[src/rtl/index_not_sched.sv]
// Round-robin sequencer for a single shared one-bit inverter.
// Grants one of two requesters, inverts the captured word LSB first, and returns it with backpressure.
module index_not_sched #(
    parameter int unsigned WIDTH = 8
) (
    input  logic             clk,
    input  logic             rst_n,
    input  logic             req0_valid,
    input  logic [WIDTH-1:0] req0_data,
    output logic             req0_ready,
    input  logic             req1_valid,
    input  logic [WIDTH-1:0] req1_data,
    output logic             req1_ready,
    output logic             resp_valid,
    output logic [WIDTH-1:0] resp_data,
    output logic             resp_id,
    input  logic             resp_ready,
    output logic             busy
);

    localparam int unsigned CW = (WIDTH > 1) ? $clog2(WIDTH) : 1;
    localparam logic [CW-1:0] CntLast = CW'(WIDTH - 1);

    typedef enum logic [1:0] {StIdle, StShift, StDone} state_e;

    state_e           state_q;
    logic [CW-1:0]    cnt_q;
    logic [WIDTH-1:0] operand_q;
    logic [WIDTH-1:0] result_q;
    logic             resp_id_q;
    logic             last_grant_q;
    logic             grant;
    logic             accept;
    logic             inv_bit;

    // Contention goes to whichever requester was not served last.
    always_comb begin
        grant = 1'b0;
        if (req0_valid && req1_valid) begin
            grant = ~last_grant_q;
        end else if (req1_valid) begin
            grant = 1'b1;
        end
    end

    assign req0_ready = (state_q == StIdle) && !grant;
    assign req1_ready = (state_q == StIdle) && grant;
    assign accept     = (req0_valid && req0_ready) || (req1_valid && req1_ready);

    // The one shared inverter, steered by the bit counter.
    assign inv_bit = ~operand_q[cnt_q];

    always_ff @(posedge clk) begin
        if (!rst_n) begin
            state_q      <= StIdle;
            cnt_q        <= '0;
            operand_q    <= '0;
            result_q     <= '0;
            resp_id_q    <= 1'b0;
            last_grant_q <= 1'b1;
        end else begin
            unique case (state_q)
                StIdle: begin
                    if (accept) begin
                        operand_q <= grant ? req1_data : req0_data;
                        resp_id_q <= grant;
                        cnt_q     <= '0;
                        state_q   <= StShift;
                    end
                end
                StShift: begin
                    result_q[cnt_q] <= inv_bit;
                    if (cnt_q == CntLast) begin
                        state_q <= StDone;
                    end else begin
                        cnt_q <= cnt_q + 1'b1;
                    end
                end
                StDone: begin
                    if (resp_ready) begin
                        last_grant_q <= resp_id_q;
                        state_q      <= StIdle;
                    end
                end
                default: state_q <= StIdle;
            endcase
        end
    end

    assign resp_valid = (state_q == StDone);
    assign resp_data  = result_q;
    assign resp_id    = resp_id_q;
    assign busy       = (state_q != StIdle);

endmodule
[config.mk]
export PLATFORM = sky130hd
export DESIGN_NAME = index_not_sched
export DESIGN_NICKNAME = d
export VERILOG_FILES = /design/src/rtl/index_not_sched.sv
export SDC_FILE = /design/constraint.sdc
export NUM_CORES = 1
export LEC_CHECK = 0
export CAP_MARGIN = 25
export CORE_MARGIN = 2
export CORE_UTILIZATION = 41
export DETAILED_ROUTE_END_ITERATION = 6
export GPL_ROUTABILITY_DRIVEN = 0
export PLACE_DENSITY = 0.74
export REMOVE_ABC_BUFFERS = 1
export SETUP_SLACK_MARGIN = 0.3
export SYNTH_ARGS = -nofsm -noshare
export SYNTH_HDL_FRONTEND = slang
export SYNTH_SLANG_ARGS = --single-unit
[constraint.sdc]
create_clock -name clk -period 1.45 [get_ports clk]
set_input_delay 0.29 -clock clk [delete_from_list [all_inputs] [get_ports clk]]
set_output_delay 0.29 -clock clk [all_outputs]
set_load 0.02 [all_outputs]
# Word level (Yosys, flattened, before mapping)

Cells that the tools add are included.

Register bits: 23
Bits of input ports: 21
Output and inout port bits: 13

$add $sub $neg: 1
$lt $le $gt $ge: 2
Equal/unequal tests: 7
Mux-type cells: 15
Bitwise gates (word level): 2
Reduce and logical (&&, ||, !) cells: 15

Operator list:

| cell                                                                         | number |
|---|---|
| 8-bit bitwise mux                                                            | 1 |
| 8-bit 2-to-1 mux                                                             | 1 |
| 1-bit logical AND                                                            | 6 |
| 2-bit 2-to-1 mux                                                             | 3 |
| 3-bit 2-to-1 mux                                                             | 2 |
| 2-bit != test, second input constant                                         | 3 |
| 2-bit case mux with 3 select lines                                           | 1 |
| 3-bit case mux with 2 select lines                                           | 1 |
| 3-bit AND reduction                                                          | 2 |
| 3-bit by 4-bit less-than comparator with 1-bit output, second input constant | 1 |
| 1-bit 2-to-1 mux                                                             | 4 |
| 2-bit AND reduction                                                          | 2 |
| 2-bit nonzero test                                                           | 2 |
| 3-bit by 1-bit adder with 3-bit output, second input constant                | 1 |
| 1-bit binary-select mux with 3-bit select                                    | 1 |
| 1-bit demux with 3-bit select                                                | 1 |
| 3-bit == test, second input constant                                         | 1 |
| 3-bit by 1-bit >= comparator with 1-bit output, second input constant        | 1 |
| 2-bit by 1-bit == test with 1-bit output, second input constant              | 1 |
| 2-bit == test, second input constant                                         | 1 |
| 2-bit logical NOT                                                            | 1 |
| 2-bit by 1-bit != test with 1-bit output, second input constant              | 1 |
| 1-bit inverter                                                               | 2 |
| 1-bit logical NOT                                                            | 1 |
| 1-bit logical OR                                                             | 1 |

# Logic depth before layout (Yosys ltp)

Gate-level depths: netlist of the first run.

Word-level depth: 8
Mapped depth: 6

# Worst setup path after synthesis of the first run

No wires, ideal clock.

Path kind: reg-to-reg
Start: register cnt_q[1]
End: register cnt_q[0]
Library setup time: 0.115 ns
Data arrival time: 1.474 ns
Data required time: 1.335 ns
Setup slack: -0.139 ns
Cell stages (with the launch flop): 7
Path buffers: 0
Cell sequence: dfxtp_1 ha_1 ha_1 nor3b_2 a21oi_1 mux2_2 and2_1

Cells in the longest elaborated chain, start to end: 3

RTL lines:

| item                                 | RTL line | source |
|---|---|---|
| from (decl)                          | 27       | `logic [CW-1:0] cnt_q;` |
| from (signal assigned)               | 76       | `cnt_q <= cnt_q + 1'b1;` |
| 3-bit == test                        | 73       | `if (cnt_q == CntLast) begin` |
| 2-bit != test (no source line)       | --       |  |
| 3-bit AND reduction (no source line) | --       |  |

Every way passes these cells.
A chain may end at the register's enable or synchronous reset.

# Worst setup path after layout of the first run

Start: register cnt_q[0]
End: register cnt_q[0]

Cells in the longest elaborated chain, start to end: 3
Elaborated cells on any way between the ends: 6
Classes of those cells: add/sub: 1; eq/ne: 2; mux: 2; reduce/logical: 1

RTL lines:

| item                                                                             | RTL line |
|---|---|
| 3-bit by 1-bit adder with 3-bit output / 3-bit == test (equally long branches)   | 76, 73 |
| 3-bit 2-to-1 mux / 2-bit != test (equally long branches)                         | -- |
| 3-bit case mux with 2 select lines / 3-bit AND reduction (equally long branches) | -- |

Several ways; a longest one is shown, not always the timed one. The select of a mux whose other input is x is not followed.

==> key figures, run 1 <==
Outcome
  • Result of the run: complete, but fails checks
  • Violations in the final reports: negative setup slack

Clocking
  • CTS tree: built
  • Clock Tree Buf Depth: 2
  • Clock latency at the later pin of the worst-skew pair: 0.32 ns
  • H-tree levels: 1
  • Total CTS buffers: 3
  • Clock transition at the registers of the reported paths: 0.13 ns
  • Root buf cell: sky130_fd_sc_hd__clkbuf_4
  • Number of buffers inserted by hold repair at cts: 0
  • Number of clock sinks: 23

Detailed routing
  • Via density per instance: 5.25
  • Iteration count of the initial detailed-routing pass: 4
  • Overall via count from detail_route: 1072
  • Detailed-route DRC error count: 0
  • Number of DRC violations after detailed-routing iteration 0: 11
  • Detail Route Antenna Nets: 0
  • Routed wire length: 2.92 mm
  • Routed len/inst: 14.3 µm

Synth
  • Post-synthesis instance area: 1130 µm²
  • YS warnings: 0
  • Commonest register cell after synthesis: sky130_fd_sc_hd__dfxtp_1
  • Post-synth EDFFs: 0
  • Average size of a mapped cell: 9.53 µm²
  • Share of synthesized area occupied by flip-flops and latches: 40.6%
  • Share of flip-flops with an asynchronous set or reset after synthesis: 0%
  • Distinct cell type count after synthesis: 33
  • Number of flip-flops and latches in the synthesized netlist: 23
  • Cells after synthesis: 119

Final layout
  • Layout cells sized above 1: 51.4%
  • Area taken by multi-input logic gates: 825 µm²
  • Storage element area: 475 µm²
  • Fill cell total of the finished layout: 191
  • Diode insertion count for antenna repair: 0
  • Total number of nets in the final design: 197
  • Post-route core utilization: 70.2%
  • Layout overhead on the synthesized area: 66.3%

Flow run
  • Max-cap violation count: 0

STA
  • Worst hold margin: 0.499 ns
  • Total negative setup slack: -0.0351 ns
  • Tcrit/Tclk final: 102%
  • Count of final hold-check violations: 0
  • Setup skew after layout: 0.00550 ns
  • Worst Setup Slack, final: -0.0301 ns
  • Final setup vio count: 2
  • Transition at the pin with the smallest max-transition slack: 0.333 ns
  • Tightest slew margin relative to the limit: 77.8%
  • Pins Over Slew Limit: 0
  • Time the final worst path needs with I/O delays and setup: 1.48 ns
  • Unrepaired setup endpoints after global routing: true
  • Maximum clock rate: 0.676 GHz

Critical path
  • Worst path arrival time: 1.71 ns
  • CP Capture Type: flip-flop
  • Required time of the worst setup path: 1.68 ns
  • Startpoint kind of the worst setup timing path: flip-flop
  • Category of the critical setup timing path: flip-flop to flip-flop
  • Peak fanout along the critical path: 2

Floorplanning
  • Core box area: 2690 µm²
  • Area enclosed by the die boundary: 3200 µm²
  • Initial Util: 42.2%
  • Width of the die: 56.6 µm
  • IO Count: 34
  • Row Count: 19
  • Height of the die: 56.6 µm

Placed design
  • Post-detail-place hpwl: 1.93 mm
  • Quantity of I/O buffers inserted on ports: 33
  • Worst setup slack before clock tree synthesis: -0.610 ns

GRT
  • Pin count of the biggest net entering global routing: 24
  • Met1 track demand over resource: 18.5%
  • First-pass GRT wire length: 4.49 mm
  • Leftover overflow at the end of global routing: 0
  • Busiest metal layer after global routing: met2
  • Number of global-route vias before repair: 1037
  • M2 GR Usage: 34.7%
  • Aggregate global-route resource usage: 17.7%
  • Number of antenna violations at the first check in global routing: 0
  • Global routing usage on met3: 4.84%

Power and ir drop
  • Worst ir drop on vdd: 0.746 mV
  • Static power due to leakage: 0.804 nW
  • Total power divided by cell area: 753 nW/µm²

Hold path
  • Hold WC Path Type: flip-flop to flip-flop
cell usage after synthesis, drive strengths merged, types with 4 or more instances:
master  instances  area share [%]
o211a           8             7.1
dfxtp          23              41
o21ai           9             4.0
nor2            8             2.6
nor2b           6             3.3
buf             5             3.0
nand2          12             4.0
mux2i           8             7.1
a21oi           9             4.0
and2            4             2.2
placed cells by master (no fill, tap or decap), drive strengths merged, types with 3 or more instances in the layout:
master and count:
mux2 3, nor3 3, clkdlybuf4s50 18, buf 34, and2 6, o211a 8
dfxtp 23, mux2i 8, nor2b 6, a21oi 9, clkbuf 3, nand2b 3
nand2 12, o21ai 9, nor2 8
cell families (layout without fill, tap and decap cells):
| family | after synthesis | count (layout) | synth area share (%) |
|---|---|---|---|
| buffers and inverters | 7 | 59 | 3.64 |
| and+or+nand+nor | 43 | 45 | 21.2 |
| DFF | 23 | 23 | 40.6 |
| adders and majority gates | 2 | 2 | 2.21 |
| muxes | 11 | 11 | 10.0 |
| AOI/OAI and AO/OA | 33 | 33 | 22.3 |
critical path: stages (launching register included):
cell and delay [ns]:
sky130_fd_sc_hd__dfxtp_2 0.37, sky130_fd_sc_hd__ha_4 0.16, sky130_fd_sc_hd__ha_4 0.16, sky130_fd_sc_hd__nor3b_4 0.21, sky130_fd_sc_hd__a21oi_2 0.07, sky130_fd_sc_hd__mux2_4 0.26
sky130_fd_sc_hd__and2_4 0.15
sequential cells by signal, indices dropped and copies added (netlist names):
register and count:
last_grant_q 1, state_q 2, operand_q 8, resp_data 8
resp_id 1, cnt_q 3
through the flow:
stage | std cells | instance area (µm²) | total power (W)
after floorplan | 113 | 1100 | 0.000870
after CTS | 197 | 1720 | 0.00137
final | 204 | 1890 | 0.00142
after global placement | 191 | 1570 | 0.00101
after detailed placement | 191 | 1570 | 0.00102
after global routing | 204 | 1890 | 0.00149
layout make-up:
class,instances,share of cell area [%]
multi-input combinational,91,43.7
timing repair buffer,54,27.2
sequential,23,25.2
tap,31,2.06
clock buffer,3,1.19
clock inverter,1,0.398
inverter,1,0.199
what timing repair did:
action | 4_1_cts | 5_1_grt
endpoints found under the setup margin | 34 | 36
buffers inserted | 1 | 6
pin swaps | 13 | 15
gates resized for setup | 103 | 38
endpoints found under the hold margin | 0 | 0
cloned | 1 | 1
routing by layer:
| layer | routed length [µm] | part of all wire (%) | up-vias |
|---|---|---|---|
| met3 | 115 | 3.9 | 4 |
| met1 | 1190 | 41 | 503 |
| met2 | 1580 | 54 | 28 |
| met4 | 24 | 0.82 | 0 |
| li1 | - | - | 537 |
| met5 | 0 | 0 | - |
path summary, 6_finish.rpt:
| check | from | end | slack [ns] | cells after the start |
|---|---|---|---|---|
| max | cnt_q[0]$_SDFFE_PN0P_ | cnt_q[0]$_SDFFE_PN0P_ | -0.03 | 6 |
| min | last_grant_q$_SDFFE_PN1P_ | last_grant_q$_SDFFE_PN1P_ | 0.50 | 2 |
| max reg2reg | cnt_q[0]$_SDFFE_PN0P_ | cnt_q[0]$_SDFFE_PN0P_ | -0.03 | 6 |
| min reg2reg | last_grant_q$_SDFFE_PN1P_ | last_grant_q$_SDFFE_PN1P_ | 0.50 | 2 |
power by group:
part,switching (W),internal (W)
clock network,0.000199,0.000105
registers,0.0000286,0.000671
logic,0.000180,0.000235
total,0.000407,0.00101
Power figures use the tool's default switching activity.
==> run 2: changes to the inputs <==
Clock period 1.45 ns to 1.33 ns, I/O delays scaled along.
==> run 2 against run 1 <==
  * The flow still finishes with violations (negative setup slack)
  * Sequential share of layout area shrank 0.76 points
  * Flip-flop and latch count is the same
  * Register-to-register slack got worse by 0.098 ns
  * Largest power group unchanged
  * Highest routed layer unchanged
==> key figures, run 2 (synthesized netlist as in run 1, its figures left out) <==
Hold path
  • Hold WC Path Type: flip-flop to flip-flop
  • Worst hold start: last_grant_q$_SDFFE_PN1P_

Floorplanning
  • Width of the die: 56.6 µm
  • Row Count: 19
  • Initial Util: 42.2%
  • Area enclosed by the die boundary: 3200 µm²
  • Core box area: 2690 µm²
  • IO Count: 34
  • Height of the die: 56.6 µm

Clocking
  • Clock Tree Buf Depth: 2
  • Number of clock sinks: 23
  • Clock transition at the registers of the reported paths: 0.14 ns
  • Root buf cell: sky130_fd_sc_hd__clkbuf_4
  • Number of buffers inserted by hold repair at cts: 0
  • H-tree levels: 1
  • Clock latency at the later pin of the worst-skew pair: 0.32 ns
  • CTS tree: built
  • Total CTS buffers: 3

Critical path
  • Required time of the worst setup path: 1.60 ns
  • Peak fanout along the critical path: 4
  • CP Capture Type: flip-flop
  • Startpoint kind of the worst setup timing path: flip-flop
  • Launch point of the critical path: state_q[1]$_SDFFE_PN0P_
  • RR Startpoint: state_q[1]$_SDFFE_PN0P_
  • Worst path arrival time: 1.72 ns
  • Category of the critical setup timing path: flip-flop to flip-flop

Detailed routing
  • Routed len/inst: 15.6 µm
  • Detail Route Antenna Nets: 0
  • Iteration count of the initial detailed-routing pass: 4
  • Via density per instance: 5.41
  • Overall via count from detail_route: 1125
  • Number of DRC violations after detailed-routing iteration 0: 15
  • Detailed-route DRC error count: 0
  • Routed wire length: 3.25 mm

Final layout
  • Total number of nets in the final design: 201
  • Most frequent cells in the layout: sky130_fd_sc_hd__buf_6 (22), sky130_fd_sc_hd__clkdlybuf4s50_1 (18), sky130_fd_sc_hd__buf_4 (15)
  • Diode insertion count for antenna repair: 0
  • Layout cells sized above 1: 55.9%
  • Most frequent standard cell in the layout excluding fill and tap cells: sky130_fd_sc_hd__buf_6
  • Layout overhead on the synthesized area: 72.4%

STA
  • Tcrit/Tclk final: 110%
  • Final setup vio count: 14
  • Worst hold margin: 0.503 ns
  • Time the final worst path needs with I/O delays and setup: 1.46 ns
  • Worst Setup Slack, final: -0.128 ns
  • Setup skew after layout: 0.00556 ns
  • Total negative setup slack: -1.18 ns
  • Pins Over Slew Limit: 0
  • Transition at the pin with the smallest max-transition slack: 0.301 ns
  • Tightest slew margin relative to the limit: 79.7%
  • Count of final hold-check violations: 0
  • Maximum clock rate: 0.686 GHz
  • Unrepaired setup endpoints after global routing: true

GRT
  • Aggregate global-route resource usage: 20.9%
  • First-pass GRT wire length: 5.31 mm
  • Pin count of the biggest net entering global routing: 14
  • Number of global-route vias before repair: 1207
  • Leftover overflow at the end of global routing: 0
  • Number of antenna violations at the first check in global routing: 0

Power and ir drop
  • Total power divided by cell area: 812 nW/µm²
  • Static power due to leakage: 0.828 nW
  • Total Power Consumption: 0.00159 W
  • Worst ir drop on vdd: 0.815 mV

Outcome
  • Result of the run: complete, but fails checks
  • Violations in the final reports: negative setup slack

Placed design
  • Quantity of I/O buffers inserted on ports: 33
  • Post-detail-place hpwl: 1.95 mm
  • Worst setup slack before clock tree synthesis: -0.659 ns

Flow run
  • Max-cap violation count: 0
[run 2: final timing paths]
kind / end / slack [ns] / depth (start not counted)
worst min-delay path: last_grant_q$_SDFFE_PN1P_ / 0.50 / 2
worst min register to register: last_grant_q$_SDFFE_PN1P_ / 0.50 / 2
worst max register to register: resp_data[0]$_SDFFE_PN0P_ / -0.13 / 6
worst max-delay path: resp_data[0]$_SDFFE_PN0P_ / -0.13 / 6
[run 2: report_power, final]
part	internal, W	leakage (nW)	switching, W
sequential	0.000731	0.194	0.0000293
clock	0.000113	0.0177	0.000229
combinational	0.000273	0.616	0.000211
[run 2: final cells by class]
type	count	area [µm²]
Inverter	1	3.75
Multi-Input combinational cell	91	833
Tap cell	31	38.8
Fill cell	202	732
Clock inverter	1	5.00
Timing Repair Buffer	58	573
Sequential cell	23	478
Clock buffer	3	22.5
[run 2: stage by stage]
| stage | cells | area (µm²) | util (%) |
|---|---|---|---|
| after CTS | 204 | 1850 | 69.0 |
| final | 208 | 1950 | 72.8 |
| after global placement | 193 | 1590 | 59.0 |
| after detailed placement | 193 | 1590 | 59.0 |
| after floorplan | 113 | 1100 | - |
| after global routing | 208 | 1950 | 72.8 |
[run 2: layer usage]
metal	vias to the layer above	routed length (µm)	part of all wire, %	track usage (%)
met5	-	0	0	0
met4	0	68	2.1	8.84
met3	10	185	5.7	4.38
met2	45	1660	51	37.7
met1	526	1340	41	23.5
li1	544	-	-	-
[run 2: timing repair]
action / CTS / global route
gates cloned: 1 / 1
endpoints found under the setup margin: 36 / 36
hold endpoints to repair: 0 / 0
gates resized for setup: 133 / 22
pin swaps: 12 / 11
setup buffers: 6 / 3
[run 2: critical path: stages, from the launching register on]
cell and delay, ns:
sky130_fd_sc_hd__dfxtp_2 0.36, sky130_fd_sc_hd__buf_6 0.11, sky130_fd_sc_hd__buf_6 0.11, sky130_fd_sc_hd__or3b_4 0.45, sky130_fd_sc_hd__nor3_4 0.16, sky130_fd_sc_hd__o21ai_1 0.08, sky130_fd_sc_hd__a21oi_1 0.12
==> run 3: changes to the inputs <==
Settings changed: CORE_UTILIZATION 41 to 45, PLACE_DENSITY 0.74 to 0.77.
Clock period 1.33 ns to 1.7 ns, I/O delays scaled along.
==> run 3 against run 2 <==
  * Utilization up 1.1 points
  * Critical path type is now flip-flop to output pin
  * Clock skew up 0.0020 ns
  * The run now ends clean
  * Largest power group unchanged
  * Count of clock-buffer cells in the layout unchanged
  * Routed wire length down 6.8%
  * First-iteration DRC count down 40%
==> key figures, run 3 (synthesized netlist as in run 1, its figures left out) <==
Final layout
  • Layout overhead on the synthesized area: 58.4%
  • Fill cell total of the finished layout: 179
  • Total number of nets in the final design: 194
  • Most frequent cells in the layout: sky130_fd_sc_hd__clkdlybuf4s50_1 (18), sky130_fd_sc_hd__dfxtp_1 (17), sky130_fd_sc_hd__buf_4 (17)
  • Most frequent standard cell in the layout excluding fill and tap cells: sky130_fd_sc_hd__clkdlybuf4s50_1
  • Diode insertion count for antenna repair: 0
  • Layout cells sized above 1: 40.6%

Placed design
  • Post-detail-place hpwl: 1.89 mm
  • Quantity of I/O buffers inserted on ports: 33
  • Worst setup slack before clock tree synthesis: -0.456 ns

Critical path
  • Peak fanout along the critical path: 3
  • Required time of the worst setup path: 1.36 ns
  • Startpoint kind of the worst setup timing path: flip-flop
  • Category of the critical setup timing path: flip-flop to output pin
  • Worst path arrival time: 1.14 ns
  • CP Capture Type: output pin

STA
  • Tcrit/Tclk final: 87.0%
  • Pins Over Slew Limit: 0
  • Total negative setup slack: 0 ns
  • Unrepaired setup endpoints after global routing: true
  • Worst hold margin: 0.495 ns
  • Transition at the pin with the smallest max-transition slack: 0.331 ns
  • Count of final hold-check violations: 0
  • Maximum clock rate: 0.676 GHz
  • Worst Setup Slack, final: 0.221 ns
  • Final setup vio count: 0
  • Tightest slew margin relative to the limit: 77.8%
  • Setup skew after layout: 0.00755 ns
  • Time the final worst path needs with I/O delays and setup: 1.48 ns

GRT
  • Number of antenna violations at the first check in global routing: 0
  • Aggregate global-route resource usage: 21.1%
  • First-pass GRT wire length: 4.41 mm
  • Leftover overflow at the end of global routing: 0
  • Number of global-route vias before repair: 1036
  • Pin count of the biggest net entering global routing: 24

Clocking
  • Number of clock sinks: 23
  • Root buf cell: sky130_fd_sc_hd__clkbuf_4
  • H-tree levels: 1
  • CTS tree: built
  • Clock Tree Buf Depth: 2
  • Number of buffers inserted by hold repair at cts: 0
  • Clock latency at the later pin of the worst-skew pair: 0.32 ns
  • Clock transition at the registers of the reported paths: 0.13 ns
  • Total CTS buffers: 3

Detailed routing
  • Routed len/inst: 15.1 µm
  • Overall via count from detail_route: 1055
  • Detail Route Antenna Nets: 0
  • Number of DRC violations after detailed-routing iteration 0: 9
  • Via density per instance: 5.28
  • Iteration count of the initial detailed-routing pass: 4
  • Routed wire length: 3.03 mm
  • Detailed-route DRC error count: 0

Flow run
  • Max-cap violation count: 0

Hold path
  • Hold WC Path Type: flip-flop to flip-flop

Floorplanning
  • Width of the die: 54.2 µm
  • Height of the die: 54.2 µm
  • IO Count: 34
  • Initial Util: 46.6%
  • Row Count: 18
  • Core box area: 2430 µm²
  • Area enclosed by the die boundary: 2940 µm²

Power and ir drop
  • Static power due to leakage: 0.799 nW
  • Worst ir drop on vdd: 0.645 mV
  • Total Power Consumption: 0.00119 W
  • Total power divided by cell area: 664 nW/µm²

Outcome
  • Result of the run: completed
==> run 3: cell types whose count changed in the layout (fill, tap and decap cells not counted), sizes merged <==
cell / delta
buf: -14
clkbuf: +1
dlygate4sd2: +6
clkdlybuf4s15: +1
dlymetal6s2s: +1
and2: -2
==> run 3: worst paths after layout <==
kind,from,end,slack [ns],depth (start not counted)
setup / recovery,last_grant_q$_SDFFE_PN1P_,req1_ready,0.22,3
hold / removal,last_grant_q$_SDFFE_PN1P_,last_grant_q$_SDFFE_PN1P_,0.50,2
setup reg to reg,cnt_q[0]$_SDFFE_PN0P_,cnt_q[0]$_SDFFE_PN0P_,0.22,6
hold reg to reg,last_grant_q$_SDFFE_PN1P_,last_grant_q$_SDFFE_PN1P_,0.50,2
==> run 3: routing by layer <==
layer  vias to the layer above  part of all wire (%)  track usage [%]
met5                         -                     0                0
met4                         0                   1.8             8.75
met3                         6                   3.4             3.33
met2                        28                    52             38.4
met1                       498                    42             24.2
li1                        523                     -                -
==> run 3: metrics by stage <==
stage                     utilization (%)  cells  instance area, µm²
after floorplan                         -    113                1100
after global placement               63.6    187                1550
after detailed placement             63.6    187                1550
after CTS                            67.6    194                1640
after global routing                 73.8    200                1800
final                                73.8    200                1800
==> run 3: worst max-delay path, stage by stage, from the launching register on <==
cell,delay (ns)
sky130_fd_sc_hd__dfxtp_2,0.35
sky130_fd_sc_hd__a21boi_2,0.18
sky130_fd_sc_hd__and2_4,0.18
sky130_fd_sc_hd__buf_6,0.11
==> run 3: area by class of cell <==
class                      instances  area (µm²)  area share [%]
sequential                        23         470            26.2
tap                               30        37.5            2.09
timing repair buffer              53         488            27.2
clock buffer                       3        22.5            1.25
multi-input combinational         89         768            42.8
clock inverter                     1        5.00           0.279
inverter                           1        3.75           0.209
==> run 3: what timing repair did <==
item / CTS / global route
gates resized for setup: 48 / 35
pin swaps: 2 / 10
buffers inserted: 3 / 6
endpoints found under the setup margin: 27 / 26
==> run 3: report_power, final <==
group	internal (W)	switching, W
logic	0.000190	0.000150
clock network	0.0000880	0.000170
registers	0.000571	0.0000236
